$ cat src/rtl/dsp_post_stage_pkg.sv
// dsp_post_stage_pkg: widths, OPMODE fields and select encodings for the DSP post stage.
package dsp_post_stage_pkg;
  localparam int D_W = 12;
  localparam int AB_W = 18;
  localparam int M_W = 2 * AB_W;
  localparam int P_W = D_W + 2 * AB_W;
  localparam int OPM_X = 0;
  localparam int OPM_Z = 2;
  localparam int OPM_CIN = 5;
  localparam int OPM_SUB = 7;
  localparam logic [1:0] X_ZERO = 2'd0;
  localparam logic [1:0] X_M = 2'd1;
  localparam logic [1:0] X_P = 2'd2;
  localparam logic [1:0] X_CONCAT = 2'd3;
  localparam logic [1:0] Z_ZERO = 2'd0;
  localparam logic [1:0] Z_PCIN = 2'd1;
  localparam logic [1:0] Z_P = 2'd2;
  localparam logic [1:0] Z_C = 2'd3;
  localparam string CIN_OPMODE5 = "OPMODE5";
  localparam string CIN_CARRYIN = "CARRYIN";
endpackage

$ cat src/rtl/dsp_post_stage_reg_mux.sv
// dsp_post_stage_reg_mux: optional register with clock enable and reset, or transparent bypass.
module dsp_post_stage_reg_mux #(
  parameter int WIDTH = 1,
  parameter int REG = 1,
  parameter string RSTTYPE = "SYNC"
) (
  input  logic             clk,
  input  logic             rst,
  input  logic             ce,
  input  logic [WIDTH-1:0] d,
  output logic [WIDTH-1:0] q
);
  logic [WIDTH-1:0] r;
  if (RSTTYPE == "ASYNC") begin : g_async
    always_ff @(posedge clk or posedge rst)
      if (rst) r <= '0;
      else if (ce) r <= d;
  end else begin : g_sync
    always_ff @(posedge clk)
      if (rst) r <= '0;
      else if (ce) r <= d;
  end
  assign q = (REG != 0) ? r : d;
endmodule

$ cat src/rtl/dsp_post_stage.sv
// dsp_post_stage: X/Z operand muxes and 48-bit post add/subtract with carry, optional M/P/CYI/OPMODE registers.
module dsp_post_stage
  import dsp_post_stage_pkg::*;
#(
  parameter int MREG = 1,
  parameter int PREG = 1,
  parameter int CARRYINREG = 1,
  parameter int OPMODEREG = 1,
  parameter string CARRYINSEL = CIN_OPMODE5
) (
  input  logic           CLK,
  input  logic           RST,
  input  logic           CEM,
  input  logic           CEP,
  input  logic           CECARRYIN,
  input  logic           CEOPMODE,
  input  logic [7:0]     OPMODE,
  input  logic [M_W-1:0] M_IN,
  input  logic [P_W-1:0] CONCAT,
  input  logic [P_W-1:0] C_IN,
  input  logic [P_W-1:0] PCIN,
  input  logic           CARRYIN,
  output logic [M_W-1:0] M,
  output logic [P_W-1:0] P,
  output logic [P_W-1:0] PCOUT,
  output logic           CARRYOUT,
  output logic           CARRYOUTF
);
  logic [7:0] op;
  logic cin_sel, cin, unused_op;
  logic [P_W-1:0] x, z, p_fb;
  logic [P_W:0] res, pq;
  dsp_post_stage_reg_mux #(.WIDTH(8), .REG(OPMODEREG)) u_opmode (
    .clk(CLK), .rst(RST), .ce(CEOPMODE), .d(OPMODE), .q(op));
  dsp_post_stage_reg_mux #(.WIDTH(M_W), .REG(MREG)) u_m (
    .clk(CLK), .rst(RST), .ce(CEM), .d(M_IN), .q(M));
  assign cin_sel = (CARRYINSEL == CIN_CARRYIN) ? CARRYIN : op[OPM_CIN];
  dsp_post_stage_reg_mux #(.WIDTH(1), .REG(CARRYINREG)) u_cyi (
    .clk(CLK), .rst(RST), .ce(CECARRYIN), .d(cin_sel), .q(cin));
  assign unused_op = ^{op[6], op[4], CARRYIN};
  // Without a P register the feedback path would be a combinational loop, so it reads as zero.
  assign p_fb = (PREG != 0) ? P : '0;
  always_comb begin
    x = '0;
    z = '0;
    case (op[OPM_X+:2])
      X_ZERO:   x = '0;
      X_M:      x = {{(P_W-M_W){1'b0}}, M};
      X_P:      x = p_fb;
      X_CONCAT: x = CONCAT;
    endcase
    case (op[OPM_Z+:2])
      Z_ZERO: z = '0;
      Z_PCIN: z = PCIN;
      Z_P:    z = p_fb;
      Z_C:    z = C_IN;
    endcase
  end
  assign res = op[OPM_SUB] ? {1'b0, z} - ({1'b0, x} + {{P_W{1'b0}}, cin})
                           : {1'b0, z} + {1'b0, x} + {{P_W{1'b0}}, cin};
  dsp_post_stage_reg_mux #(.WIDTH(P_W+1), .REG(PREG)) u_p (
    .clk(CLK), .rst(RST), .ce(CEP), .d(res), .q(pq));
  assign P = pq[P_W-1:0];
  assign CARRYOUT = pq[P_W];
  assign PCOUT = P;
  assign CARRYOUTF = CARRYOUT;
endmodule

$ cat config.mk
export PLATFORM = sky130hd
export DESIGN_NAME = dsp_post_stage
export DESIGN_NICKNAME = d
export VERILOG_FILES = /design/src/rtl/dsp_post_stage_pkg.sv /design/src/rtl/dsp_post_stage_reg_mux.sv /design/src/rtl/dsp_post_stage.sv
export SDC_FILE = /design/constraint.sdc
export NUM_CORES = 1
export LEC_CHECK = 0
export CORE_UTILIZATION = 55
export CTS_CLUSTER_DIAMETER = 60
export DETAILED_ROUTE_END_ITERATION = 16
export PLACE_DENSITY = 0.95
export SLEW_MARGIN = 20
export SYNTH_ARGS = -nofsm -noshare
export SYNTH_HDL_FRONTEND = slang
export SYNTH_SLANG_ARGS = --single-unit
$ cat constraint.sdc
create_clock -name CLK -period 7 [get_ports CLK]
set_input_delay 0.7 -clock CLK [delete_from_list [all_inputs] [get_ports CLK]]
set_output_delay 0.7 -clock CLK [all_outputs]
set_load 0.01 [all_outputs]
==> impl_metrics.tcl <==
set metrics [dict create \
    antenna_cells 0 \
    wl_met2_mm 19.2 \
    crit_type "reg2reg" \
    holdPathStages 2 \
    synth_top_cell_area_share 0.151 \
    syn_area_per_cell_um2 7.87 \
    endpoint_kind "register" \
    die_area_um2 22700 \
    worst_setup_path_start_kind "register" \
    p_sw_w 0.00104 \
    grt_pass1_wl_mm 62.2 \
    port-buffer-count 325 \
    timing.rr.start "u_opmode.q[1]" \
    yosys-top-cells-count "nor2_1 (151), ha_1 (139), inv_1 (116)" \
    clock_sinks 92 \
    rsz0062_at_grt "no" \
    relSlewSlack 0.467 \
    grt_overflow_total 0 \
    synth_flop_cell "dfxtp_1" \
    fin_hold_ws_ps 512 \
    syn_nets 1885 \
    regToRegSetupSlack_ps 1520 \
    clock_latency_ps 370 \
    tns_ps 0 \
    powerDensity_nw_per_um2 165 \
    io-pin-count 329 \
    clk_pin_slew_ps 80 \
    hold_viol 0 \
    p_sw_frac 0.408 \
    hpwl_mm 30.0 \
    drv_slew 0 \
    wl_mm 39.8 \
    synth_area_leaders "dfxtp_1 (15%), ha_1 (14%), mux2_2 (7.7%), a22o_1 (5.8%), mux2i_1 (5.0%)" \
    yosysWarningCount 0 \
    fin_area_um2 15500 \
    power_leakage_nw 6.46 \
    nNetsFinal 2090 \
    worstHoldPathType "reg2reg" \
    route.met3.wl_mm 3.09 \
    ant_nets 0 \
    clkPwrFrac 0.217 \
    row_count 54 \
    placed_area_um2 15100 \
    die_y_um 151 \
    cts_resized 0 \
    status "finished, final reports clean" \
    ys_seq_area_frac 0.151 \
    min_from "u_opmode.q[5]" \
    async_reset_ff_frac 0 \
    ff2ff_path_depth 14 \
    crit_fanout 25 \
    top_layer "met4" \
    cts_buffers 9 \
    die_w_um 151 \
    drt_first_pass_iters 6 \
    fmax_ghz 0.183 \
    core_area_um2 21800 \
    root_buffer "clkbuf_16" \
    fin_crit_ps 5480 \
    antenna_found_initial 0 \
    cts_tree "done" \
    initial_core_util 0.560 \
    worstPathRequired_ps 7260 \
    syn-instance-count 1547 \
    p_int_w 0.00151 \
    post-cts-setup-buffers 0 \
    vdd_drop_max_v 0.000135 \
    holdPathEnd "u_cyi.q" \
    critPathArrivalTime_ps 5740 \
    synth.distinct_cells 85 \
    synthMostInstantiatedCell "nor2_1" \
    synth_top_area_cell "dfxtp_1" \
    viasPerCell 6.20 \
    post-route-period-util 0.783 \
    finalSetupViolations 0 \
    drc 0 \
    drive_gt1_frac 0.0876 \
    finalClockSkew_ps 12.1 \
    wl_per_cell_um 19.5 \
    grt_max_degree 66 \
    grt_usage 0.342 \
    drtIter0Drc 959 \
    p_comb_frac 0.541 \
    htree_levels 3 \
    r2r_end "u_p.q[39]" \
    layout-area-overhead-vs-synth_pct 27.0 \
    clockBufferDepth 2 \
    synth_seq_cells 92 \
    pwr-share-seq 0.242 \
    synth_edf_count 0 \
    drv_cap 0 \
    grt_pass1_vias 12300 \
    num_vias 12600 \
    drt-met1-wl_mm 16.3 \
    syn-cell-area_um2 12200 \
    gp_congestion 0.932 \
    worstMarginPinSlew_ps 787 \
    cts.hold.buffers_added 0 \
]
==> cell families (layout without fill, tap and decap cells) <==
family | count (synthesis) | after routing | share of synthesized area
fa+ha+maj | 143 | 143 | 0.149
buf+inv | 259 | 469 | 0.0961
mux | 146 | 146 | 0.129
flops | 92 | 92 | 0.151
xor+xnor | 83 | 83 | 0.0597
simple gates | 363 | 363 | 0.136
compound gates | 461 | 461 | 0.278
==> per-stage QoR <==
stage                     std cells  utilization  worst slack, ps  power [W]
final                          2037        0.711             1520    0.00255
after global routing           2037        0.711             1350    0.00269
after CTS                      2037        0.711             1620    0.00253
after detailed placement       2021        0.696             1710    0.00197
after global placement         2021        0.696             1840    0.00194
after floorplan                1547            -             2520    0.00155
==> layer usage <==
layer	GRT usage	vias to the layer above
met4	0.139	0
met3	0.0476	88
met2	0.598	650
li1	-	5925
met5	0	-
met1	0.420	5975
==> worst max-delay path, stage by stage, from the launching register on <==
cell,delay (ps)
dfxtp_2,810
nor2b_4,650
buf_4,380
a22o_1,240
ha_1,370
ha_1,470
nand4_1,190
or3_1,460
o31ai_4,430
a41oi_4,230
o21ai_4,280
a21boi_2,110
xnor2_1,260
nor2_1,100
a2111oi_2,380
==> cells in the final DEF (no fill, tap or decap), types with 49 or more instances in the layout <==
| master | n |
|---|---|
| a21oi_1 | 101 |
| a22o_1 | 81 |
| clkdlybuf4s50_1 | 322 |
| dfxtp_1 | 87 |
| ha_1 | 139 |
| inv_1 | 116 |
| mux2_2 | 83 |
| mux2i_1 | 61 |
| nand2_1 | 85 |
| nor2_1 | 151 |
| xnor2_1 | 49 |
==> registers in the layout, indices dropped and copies added (netlist names) <==
name        cells
u_p.q          49
u_m.q          36
u_opmode.q      6
u_cyi.q         1
==> area by class of cell <==
cell class,count,area (um^2)
Multi-Input combinational cell,1196,9180
Inverter,116,435
Sequential cell,92,1850
Tap cell,280,350
Timing Repair Buffer,337,3330
Clock buffer,10,239
Clock inverter,6,76.3
Fill cell,1704,6290
==> how the worst max path moves through the flow <==
stage	start	endpoint	slack, ps	cells after the start
finish	u_opmode.q[1]	u_p.q[39]	1520	14
global route	u_opmode.q[1]	u_p.q[48]	1350	15
CTS	u_opmode.q[1]	u_p.q[39]	1620	14
detailed placement	u_opmode.q[1]	u_p.q[39]	1710	14
global placement	u_opmode.q[1]	u_p.q[48]	1840	15
floorplan	u_opmode.q[3]	u_p.q[48]	2520	17
==> power by group through the flow <==
| stage | clock [W] | combinational [W] | sequential, W |
|---|---|---|---|
| after floorplan | 0 | 0.000927 | 0.000625 |
| after global placement | 0 | 0.00132 | 0.000624 |
| after detailed placement | 0 | 0.00134 | 0.000626 |
| after CTS | 0.000556 | 0.00136 | 0.000615 |
| after global routing | 0.000579 | 0.00148 | 0.000622 |
| final | 0.000555 | 0.00138 | 0.000616 |
No activity file was read; power rests on OpenSTA's default activity.
==> patch 1 (same flow settings) <==
Set the package constant `OPM_Z` to 1 (it was 2).
--- a/src/rtl/dsp_post_stage_pkg.sv
+++ b/src/rtl/dsp_post_stage_pkg.sv
@@ -7,3 +7,3 @@
   localparam int OPM_X = 0;
-  localparam int OPM_Z = 2;
+  localparam int OPM_Z = 1;
   localparam int OPM_CIN = 5;
Function: changed (a bounded check fails within 4 cycles, from zero or initial values and one cycle with RST high).
==> patch 1 against the unedited design <==
- sequential cell count shrank 1
- design area is 0.53% lower
- highest routed layer unchanged
- wire length up 1.2%
- sequential power up 0.6%
- setup slack lost 290 ps
- largest cell class unchanged
- power shrank 1.9%
- core utilization up 1.2 points
- via count increased by 2.0%
- critical endpoint is now u_p.q[36]
- synthesized area fell by 0.46%
==> patch 1: results (changes against the unedited design) <==
outcome=complete, no violations; Post-DP HPWL=30700 µm (+2.4%); register area=1830 µm² (-1.0%); largest net degree at the start of global routing=85 (+29%); H-tree depth=3 (unchanged); post-synthesis mux area share=0.126 (-0.00312); Leakage=6.50 nW (+0.66%); post-DR wirelength/cell=19.5 µm (about the same); layout cells sized above 1=0.0710 (-0.0166); DR pass1 iterations=7 (+1); Net count, final=2121 (+1.5%); Iteration-0 DRC Markers=1167 (+22%); sequential-to-total area share from yosys stat=0.150 (-0.000949); Worst Tran Pin Value=1180 ps (+394 ps); arrival time at the worst endpoint=6040 ps (+300 ps); vias in the first global route=12400 (+0.58%); Synth Area in Compound Gates=0.272 (-0.00593); via count=12900 (+2.0%); setup TNS=0 ps (unchanged); slowest cell delay on critical path=870 ps (+60 ps); worst-path fanout max=36 (+44%); # fillers=1591 (-6.6%); synth top area cells=dfxtp_1, ha_1, mux2_2; Synth Area in Adders=0.150 (+0.000693); xor and xnor fraction of the mapped netlist area=0.0628 (+0.00317); gpl congestion=0.983 (+5.5%); Buffers on Ports=324 (-0.31%); Crit path max-delay family=compound AO/OA/AOI/OAI gates; placed instance area=15100 µm² (-0.55%); top post-synthesis cells by count=nor2_1, ha_1, a21oi_1, inv_1, dfxtp_1; CTS clk-pin slew, worst paths=80 ps (about the same); Total GRT Usage=0.343 (+0.000712); skew final=9.24 ps (-2.84 ps); first-pass GRT wire length=62100 µm (-0.11%); Post-Syn Nets=1922 (+2.0%); post-synth cell types=67 (-21%); maximum vdd drop=0.117 mV (-13%)
## patch 1: final timing paths
kind,start,to,slack (ps),depth (start not counted)
max reg2reg,u_opmode.q[2],u_p.q[36],1230,18
max,u_opmode.q[2],u_p.q[36],1230,18
min reg2reg,u_m.q[13],u_m.q[13],530,2
min,u_m.q[13],u_m.q[13],530,2
## patch 1: metal layers
metal | vias up | wire length, µm | track usage
met5 | - | 0 | 0
met4 | 0 | 1080 | 0.124
met3 | 101 | 3280 | 0.0533
met1 | 6085 | 16300 | 0.421
li1 | 6003 | - | -
met2 | 699 | 19600 | 0.601
## patch 1: logic make-up after synthesis
kind of cell	Yosys count
multiplexers	142
adder cells (fa/ha/maj)	143
AND/OR/NAND/NOR	371
flip-flops	91
AO/OA/AOI/OAI	483
XOR/XNOR	87
buffers and inverters	267
## patch 1: area by class of cell
class | instances | area share
Sequential cell | 91 | 0.119
Timing Repair Buffer | 334 | 0.215
Inverter | 121 | 0.0295
Clock inverter | 6 | 0.00447
Multi-Input combinational cell | 1226 | 0.594
Tap cell | 275 | 0.0224
Clock buffer | 10 | 0.0163
## patch 1: report_power, final
group          switching, mW  internal (mW)  leakage, nW
registers             0.0641          0.556        0.753
clock network          0.253          0.302        0.155
logic                  0.697          0.628         5.59
total                   1.01           1.49         6.50
## patch 1: per-stage QoR
stage	setup WS, ps	instances
2_1_floorplan	2350	1584
3_5_place_dp	1440	2047
3_3_place_gp	1640	2047
5_1_grt	890	2063
6_report	1230	2063
4_1_cts	1370	2063
## patch 1: worst reg2reg max path: cells and delay by family (launching register included)
kind / cells / cell delay [ps]
flops: 1 / 870
simple gates: 3 / 1000
compound gates: 9 / 2620
buf+inv: 3 / 640
fa+ha+maj: 2 / 380
xor+xnor: 1 / 170
==> patch 2 (same settings) <==
Without the edit above. Add an input register stage for `C_IN`; this delays it by one clock. The other inputs are not delayed to match.
--- a/src/rtl/dsp_post_stage.sv
+++ b/src/rtl/dsp_post_stage.sv
@@ -28,2 +28,9 @@
 );
+
+  logic [P_W-1:0] C_IN_q;
+
+  always_ff @(posedge CLK) begin
+    C_IN_q <= C_IN;
+  end
+
   logic [7:0] op;
@@ -55,3 +62,3 @@
       Z_P:    z = p_fb;
-      Z_C:    z = C_IN;
+      Z_C:    z = C_IN_q;
     endcase
Check against the original RTL: not equivalent (Yosys sat finds a counterexample within 4 cycles, from zero or initial values and one cycle with RST high).
==> patch 2 against the unedited design <==
- the run now ends with DRC left
- die area rose by 11%
- power rose by 30%
- design area rose by 11%
- wire length rose by 15%
- highest routed layer unchanged
- synthesized area rose by 11%
- critical path depth did not move
- largest cell class unchanged
- setup slack improved by 140 ps
- sequential cell count rose by 48
- count of clock-buffer cells in the layout rose by 7
==> patch 2: results (changes against the unedited design) <==
outcome=complete, but fails checks; failing checks=DRC; arrival time at the worst endpoint=5660 ps (-80 ps); sequential-to-total area share from yosys stat=0.207 (+0.0557); Iteration-0 DRC Markers=1171 (+22%); layout cells sized above 1=0.0931 (+0.00542); largest net degree at the start of global routing=54 (-18%); vias in the first global route=13600 (+11%); register area=2810 µm² (+52%); synth top area cells=dfxtp_1, ha_1, mux2_2; Leakage=7.25 nW (+12%); drc violations=2 (+2); placed instance area=16500 µm² (+9.1%); gpl congestion=0.953 (+2.2%); H-tree depth=4 (+1); Rel. slew slack=0.309 (-0.158); first-pass GRT wire length=72100 µm (+16%); Synth Instances=1676 (+8.3%); Total GRT Usage=0.355 (+0.0123); slowest CP cell=a2111oi_1; DR pass1 iterations=12 (+6); # fillers=1912 (+12%); clock buffer count from CTS=17 (+8); top post-synthesis cells by count=nor2_1, dfxtp_1, ha_1, inv_1, a21oi_1; P_sw=1.33 mW (+27%); worst-path fanout max=31 (+24%); slowest cell delay on critical path=830 ps (+20 ps); Post-Syn Nets=2014 (+6.8%)
[patch 2: per-layer routing]
metal  up-vias  global-route usage  routed length (µm)
met5         -                   0                   0
li1       6408                   -                   -
met3        95              0.0643                3940
met4         0               0.129                1310
met1      6598               0.462               19400
met2       765               0.585               21000
[patch 2: path summary, 6_finish.rpt]
| check | slack [ps] | start | to | cells past startpoint |
|---|---|---|---|---|
| min reg2reg | 520 | u_m.q[33] | u_m.q[33] | 2 |
| min | 520 | u_m.q[33] | u_m.q[33] | 2 |
| max | 1660 | u_opmode.q[1] | u_p.q[42] | 14 |
| max reg2reg | 1660 | u_opmode.q[1] | u_p.q[42] | 14 |
[patch 2: stage by stage]
step | util | setup slack (ps)
after floorplan | - | 2700
after global placement | 0.681 | 1860
after detailed placement | 0.681 | 1640
after CTS | 0.707 | 1630
after global routing | 0.707 | 1450
final | 0.707 | 1660
[patch 2: power by group through the flow]
stage,Clock [mW],Sequential [mW],Combinational (mW)
2_1_floorplan,0,0.921,0.957
3_3_place_gp,0,0.923,1.39
3_5_place_dp,0,0.928,1.41
4_1_cts,0.964,0.909,1.42
5_1_grt,1.00,0.917,1.56
6_report,0.962,0.911,1.45
[patch 2: logic make-up after synthesis]
kind of cell	share of synthesized area
AOI/OAI and AO/OA	0.268
muxes	0.115
buffers and inverters	0.0942
and+or+nand+nor	0.133
DFF	0.207
xor gates and xnor gates	0.0485
adders and majority gates	0.134
[patch 2: layout make-up]
type,count,area share
multi-input combinational,1249,0.553
inverter,133,0.0291
clock buffer,17,0.0248
clock inverter,15,0.0115
timing repair buffer,337,0.194
sequential,140,0.164
tap,324,0.0236
